**src/rtl/state_event_log_if.sv**
```systemverilog
// rtl/state_event_log_if.sv - event input, FIFO readout and status bundle for state_event_log
interface state_event_log_if #(
  parameter int DEPTH  = 8,
  parameter int DATA_W = 8,
  parameter int TS_W   = 16
);
  logic                   in_valid;
  logic [DATA_W-1:0]      in_state;
  logic                   out_valid;
  logic                   out_ready;
  logic [DATA_W-1:0]      out_state;
  logic [TS_W-1:0]        out_ts;
  logic [$clog2(DEPTH):0] count;
  logic                   overflow;
  logic                   clear_ovf;

  modport master (
    output in_valid, in_state, out_ready, clear_ovf,
    input  out_valid, out_state, out_ts, count, overflow
  );

  modport slave (
    input  in_valid, in_state, out_ready, clear_ovf,
    output out_valid, out_state, out_ts, count, overflow
  );
endinterface

```
**src/rtl/state_event_log.sv**
```systemverilog
// rtl/state_event_log.sv - timestamped, de-duplicated settled-state FIFO with FWFT readout
// Define STATE_LOG_OVERWRITE_EN to overwrite the oldest entry on overflow instead of dropping.
module state_event_log #(
  parameter int DEPTH    = 8,
  parameter int DATA_W   = 8,
  parameter int TS_W     = 16,
  parameter int TICK_DIV = 10000
) (
  input  logic             clk,
  input  logic             reset,
  state_event_log_if.slave bus
);
  localparam int PTR_W = $clog2(DEPTH);
  localparam int CNT_W = PTR_W + 1;
  localparam int PRE_W = $clog2(TICK_DIV);

  logic [PRE_W-1:0]  r_pre;
  logic [TS_W-1:0]   r_ts;
  logic [DATA_W-1:0] r_mem_state [DEPTH];
  logic [TS_W-1:0]   r_mem_ts    [DEPTH];
  logic [PTR_W-1:0]  r_wr_ptr;
  logic [PTR_W-1:0]  r_rd_ptr;
  logic [CNT_W-1:0]  r_count;
  logic              r_ovf;
  logic [DATA_W-1:0] r_last_state;
  logic              r_last_vld;
  logic [DATA_W-1:0] r_hold_state;
  logic [TS_W-1:0]   r_hold_ts;

  logic w_valid, w_full, w_pop, w_cand, w_full_hit, w_write, w_rd_adv, w_inc, w_dec;

  assign w_valid    = (r_count != '0);
  assign w_full     = (r_count == CNT_W'(DEPTH));
  assign w_pop      = w_valid && bus.out_ready;
  assign w_cand     = bus.in_valid && !(r_last_vld && (bus.in_state == r_last_state));
  assign w_full_hit = w_cand && w_full && !w_pop;
`ifdef STATE_LOG_OVERWRITE_EN
  // Full without pop: the write lands on the oldest slot and the head steps past it.
  assign w_write  = w_cand;
  assign w_rd_adv = w_pop || w_full_hit;
`else
  assign w_write  = w_cand && !w_full_hit;
  assign w_rd_adv = w_pop;
`endif
  assign w_inc = w_write && !w_pop && !w_full;
  assign w_dec = w_pop && !w_write;

  always_ff @(posedge clk) begin
    if (reset) begin
      r_pre <= '0;
      r_ts  <= '0;
    end else if (r_pre == PRE_W'(TICK_DIV - 1)) begin
      r_pre <= '0;
      r_ts  <= r_ts + TS_W'(1);
    end else begin
      r_pre <= r_pre + PRE_W'(1);
    end
  end

  always_ff @(posedge clk) begin
    if (w_write && !reset) begin
      r_mem_state[r_wr_ptr] <= bus.in_state;
      r_mem_ts[r_wr_ptr]    <= r_ts;
    end
  end

  always_ff @(posedge clk) begin
    if (reset) begin
      r_wr_ptr     <= '0;
      r_rd_ptr     <= '0;
      r_count      <= '0;
      r_ovf        <= 1'b0;
      r_last_state <= '0;
      r_last_vld   <= 1'b0;
      r_hold_state <= '0;
      r_hold_ts    <= '0;
    end else begin
      if (w_write)  r_wr_ptr <= r_wr_ptr + PTR_W'(1);
      if (w_rd_adv) r_rd_ptr <= r_rd_ptr + PTR_W'(1);
      if (w_inc)      r_count <= r_count + CNT_W'(1);
      else if (w_dec) r_count <= r_count - CNT_W'(1);
      if (w_full_hit)         r_ovf <= 1'b1;
      else if (bus.clear_ovf) r_ovf <= 1'b0;
      if (w_cand) begin
        r_last_state <= bus.in_state;
        r_last_vld   <= 1'b1;
      end
      // Remember the presented head so the outputs hold it once the FIFO drains.
      if (w_valid) begin
        r_hold_state <= r_mem_state[r_rd_ptr];
        r_hold_ts    <= r_mem_ts[r_rd_ptr];
      end
    end
  end

  assign bus.out_valid = w_valid;
  assign bus.out_state = w_valid ? r_mem_state[r_rd_ptr] : r_hold_state;
  assign bus.out_ts    = w_valid ? r_mem_ts[r_rd_ptr] : r_hold_ts;
  assign bus.count     = r_count;
  assign bus.overflow  = r_ovf;
endmodule

```
**src/flat_wrapper.sv**
```systemverilog
// flat-port wrapper written by rule: the top's interface ports become plain ports
module state_event_log_flat 
#(
  parameter int DEPTH    = 8,
  parameter int DATA_W   = 8,
  parameter int TS_W     = 16,
  parameter int TICK_DIV = 10000
)
  (clk, reset, bus_in_valid, bus_in_state, bus_out_ready, bus_clear_ovf, bus_out_valid, bus_out_state, bus_out_ts, bus_count, bus_overflow);
  state_event_log_if #(.DEPTH(DEPTH), .DATA_W(DATA_W), .TS_W(TS_W)) bus_i ();
  input  logic clk;
  input  logic reset;
  input wire logic [$bits(bus_i.in_valid)-1:0] bus_in_valid;
  input wire logic [$bits(bus_i.in_state)-1:0] bus_in_state;
  input wire logic [$bits(bus_i.out_ready)-1:0] bus_out_ready;
  input wire logic [$bits(bus_i.clear_ovf)-1:0] bus_clear_ovf;
  output wire logic [$bits(bus_i.out_valid)-1:0] bus_out_valid;
  output wire logic [$bits(bus_i.out_state)-1:0] bus_out_state;
  output wire logic [$bits(bus_i.out_ts)-1:0] bus_out_ts;
  output wire logic [$bits(bus_i.count)-1:0] bus_count;
  output wire logic [$bits(bus_i.overflow)-1:0] bus_overflow;
  assign bus_i.in_valid = bus_in_valid;
  assign bus_i.in_state = bus_in_state;
  assign bus_i.out_ready = bus_out_ready;
  assign bus_i.clear_ovf = bus_clear_ovf;
  assign bus_out_valid = bus_i.out_valid;
  assign bus_out_state = bus_i.out_state;
  assign bus_out_ts = bus_i.out_ts;
  assign bus_count = bus_i.count;
  assign bus_overflow = bus_i.overflow;
  state_event_log #(.DEPTH(DEPTH), .DATA_W(DATA_W), .TS_W(TS_W), .TICK_DIV(TICK_DIV)) u_core (.clk(clk), .reset(reset), .bus(bus_i));
endmodule
```
**config.mk**
```make
export PLATFORM = sky130hd
export DESIGN_NAME = state_event_log_flat
export DESIGN_NICKNAME = d
export VERILOG_FILES = /design/src/rtl/state_event_log_if.sv /design/src/rtl/state_event_log.sv /design/src/flat_wrapper.sv
export SDC_FILE = /design/constraint.sdc
export NUM_CORES = 1
export LEC_CHECK = 0
export CORE_ASPECT_RATIO = 0.9
export CORE_MARGIN = 4
export CORE_UTILIZATION = 26
export CTS_BUF_LIST = sky130_fd_sc_hd__clkbuf_8
export CTS_CLUSTER_DIAMETER = 150
export DETAILED_ROUTE_END_ITERATION = 8
export GPL_TIMING_DRIVEN = 0
export PLACE_DENSITY = 0.4
export SLEW_MARGIN = 30
export SYNTH_ARGS = -nofsm -noshare
export SYNTH_HDL_FRONTEND = slang
export SYNTH_SLANG_ARGS = --single-unit
```
**constraint.sdc**
```tcl
create_clock -name clk -period 6.4 [get_ports clk]
set_clock_uncertainty 0.05 [all_clocks]
set_input_delay 0.64 -clock clk [delete_from_list [all_inputs] [get_ports clk]]
set_output_delay 0.64 -clock clk [all_outputs]
set_load 0.01 [all_outputs]
```
==> run summary <==
# clock sinks = 269
Netlist cell types = 42
setup TNS = 0 ns
Highest Signal Layer = met4
Net Sw Frac = 29.2%
Max FO, Critical Path = 10
clock tree buffer depth = 3
synthesized area = 10,500 um2
Power Density = 369 nW/um2
pin count of the biggest net entering global routing = 15
GRT Util Overall = 11.5%
CTS tree = built
fraction of layout cells with a size suffix above 1 = 19.9%
#FFs+latches synth = 269
critical path endpoint = bus_out_ts[12]
minimum clock period = 4.24 ns
top-count cell post-synth = edfxtp_1
async set-reset flop share out of synthesis = 0%
Synth Instances = 661
row count = 69
Slew Limit Headroom = 37.9%
Clock Latency Late Sink = 0.55 ns
Pint = 3320 uW
YS warnings = 0
Psw = 1370 uW
final hold viol count = 0
Final Cell Area = 12,700 um2
Post-CTS Setup Bufs = 0
vias in the first global route = 6,400
met1 WL = 11,400 um
# nets final = 803
FF-to-FF Start = u_core.r_last_state[2]
I/O Buffers = 41
Detailed Routing Iterations Pass 1 = 4
sequential share of the synthesized area = 69.5%
met2 wire len = 11,800 um
placed instance area = 11,900 um2
crit path kind = flip-flop to output pin
Starting Density = 26.5%
hold buffers post-CTS = 0
total power = 4700 uW
die area = 43,700 um2
synth top area cells = edfxtp_1 55%, dfxtp_1 15%, mux4_2 10%, mux2i_1 3.4%, nor2_1 2.0%
Final setup viols = 0
via count = 5,983
cts bufs inserted = 46
WL met3 = 1210 um
max-cap violation count = 0
area share of the largest cell type after synthesis = 54.8%
global-route wire length before repair = 37,900 um
Least-Margin Pin Slew = 0.932 ns
area delta synth->final = 21.1%
I/O pin count = 43
Avg Inst Size Synth = 15.9 um2
Comb power frac = 27.2%
endpoint class of the critical path = output pin
leakage = 0.00423 uW
Peak VDD IR = 164 uV
post-route antenna net violation count = 0
CTS resizes = 0
Yosys top cell by area = edfxtp_1
Worst Hold Class = flip-flop to flip-flop
reg2reg end = u_core.r_mem_ts[4][9]
Fmax = 0.236 GHz
core region area = 39,700 um2
Root Driver = clkbuf_8
CP Data Required Time = 5.71 ns
Vias/cell = 4.43
power share of the clock group = 29.6%
crit share post-route = 66.3%
synthesized net count = 681
Max Slew Vio Count = 0
crit start category = flip-flop
Chip Height = 199 um
Residual DRC = 0
sequential power share = 43.2%
initial antenna violation count = 0
status = finished, final reports clean
DR iter-0 viols = 292
ANT cells = 0
Arr. time, crit path = 3.55 ns
Final Wtd Congestion = 0.687
DR WL/cell = 18.4 um
Commonest cells post-synth = 192 x edfxtp_1, 77 x dfxtp_1, 56 x nor2_1
clk slew on worst S/H paths = 0.06 ns
Main synth FF type = edfxtp_1
Congestion Overflow GR = 0
routed wire length = 24,900 um
Post-synth EDFFs = 192
reg-to-reg setup timing slack = 3.41 ns
die width = 220 um
DP HPWL = 17,300 um
Core Util, Final = 32.1%
H-Tree Depth = 2
R2R depth = 8
RSZ-0062 raised after global routing = false
[worst max-delay path, cell delays in order (launching register included)]
cell and delay [ns]:
dfxtp_1 0.42, clkbuf_1 0.53, clkbuf_1 0.76, mux4_2 0.41, mux2i_1 0.22, o21ai_0 0.14, clkdlybuf4s50_1 0.53
[routing by layer]
metal | vias up | GRT usage [%]
met3 | 40 | 2.60
met5 | - | 0
met4 | 0 | 3.30
li1 | 2754 | -
met2 | 125 | 19.0
met1 | 3064 | 15.4
[power by group through the flow]
stage	combinational (uW)	sequential, uW	clock, uW
3_5_place_dp	1320	2070	0
2_1_floorplan	741	2050	0
3_3_place_gp	1290	2060	0
4_1_cts	1320	2030	1450
5_1_grt	1410	2040	1530
6_report	1280	2030	1390
[layout by cell type, fill, tap and decap left out, types with 3 or more instances in the layout]
cell             netlist  layout
edfxtp_1             192     192
dfxtp_1               77      77
nor2_1                56      54
clkbuf_8               0      50
mux4_2                48      48
clkdlybuf4s50_1        0      41
nand2_1               38      38
mux2i_1               36      36
nor2b_1               31      31
o21ai_0               27      27
inv_1                  7      23
buf_2                  4      23
xnor2_1               21      21
clkbuf_1              20      20
xor2_1                14      14
nand3_1               12      12
buf_4                  1      12
clkinv_1               0      12
nor3_1                12       9
nand2b_1               7       7
nand4_1                7       7
ha_1                   6       6
a21oi_1                5       5
clkinv_2               0       5
buf_1                  5       4
nor4_1                 7       4
mux2_2                 4       4
nor4_2                 0       3
nor3_2                 0       3
buf_6                  1       3
[state kept, by name, indices dropped and copies added (netlist names), named ones only]
register	flops
u_core.r_rd_ptr	3
u_core.r_hold_ts	16
u_core.r_last_vld	1
u_core.r_mem_state	64
u_core.bus.count	4
u_core.r_last_state	8
u_core.r_mem_ts	128
u_core.r_pre	14
u_core.r_hold_state	8
u_core.bus.overflow	1
u_core.r_wr_ptr	3
u_core.r_ts	16
[area by class of cell]
type / instances / area, um2
buffer: 31 / 134
clock buffer: 50 / 688
clock inverter: 34 / 138
fill: 3966 / 27000
inverter: 7 / 26.3
multi-input combinational: 354 / 3110
sequential: 269 / 7310
tap: 532 / 666
timing repair buffer: 74 / 661
[cells by family after synthesis]
group / share of synthesized area, %
flip-flops: 69.5
AO/OA/AOI/OAI: 1.82
buffers and inverters: 1.51
multiplexers: 14.2
adder cells (fa/ha/maj): 0.904
AND/OR/NAND/NOR: 9.10
XOR/XNOR: 2.92
[how the worst min path moves through the flow]
| stage | start | endpoint | cells past startpoint |
|---|---|---|---|
| final | u_core.r_last_vld | u_core.r_last_vld | 2 |
| after detailed placement | u_core.r_last_vld | u_core.r_last_vld | 2 |
| after global routing | u_core.r_pre[0] | u_core.r_pre[0] | 1 |
| after CTS | u_core.r_last_vld | u_core.r_last_vld | 2 |
| after floorplan | u_core.r_pre[0] | u_core.r_pre[0] | 1 |
| after global placement | u_core.r_pre[0] | u_core.r_pre[0] | 1 |
[through the flow]
stage,cells,hold slack (ns),worst slack (ns)
2_1_floorplan,661,0.376,1.47
3_3_place_gp,1234,0.389,-2.49
3_5_place_dp,1267,0.406,1.96
4_1_cts,1351,0.421,2.08
5_1_grt,1351,0.439,1.79
6_report,1351,0.411,2.16
No activity file was read; power rests on OpenSTA's default activity.
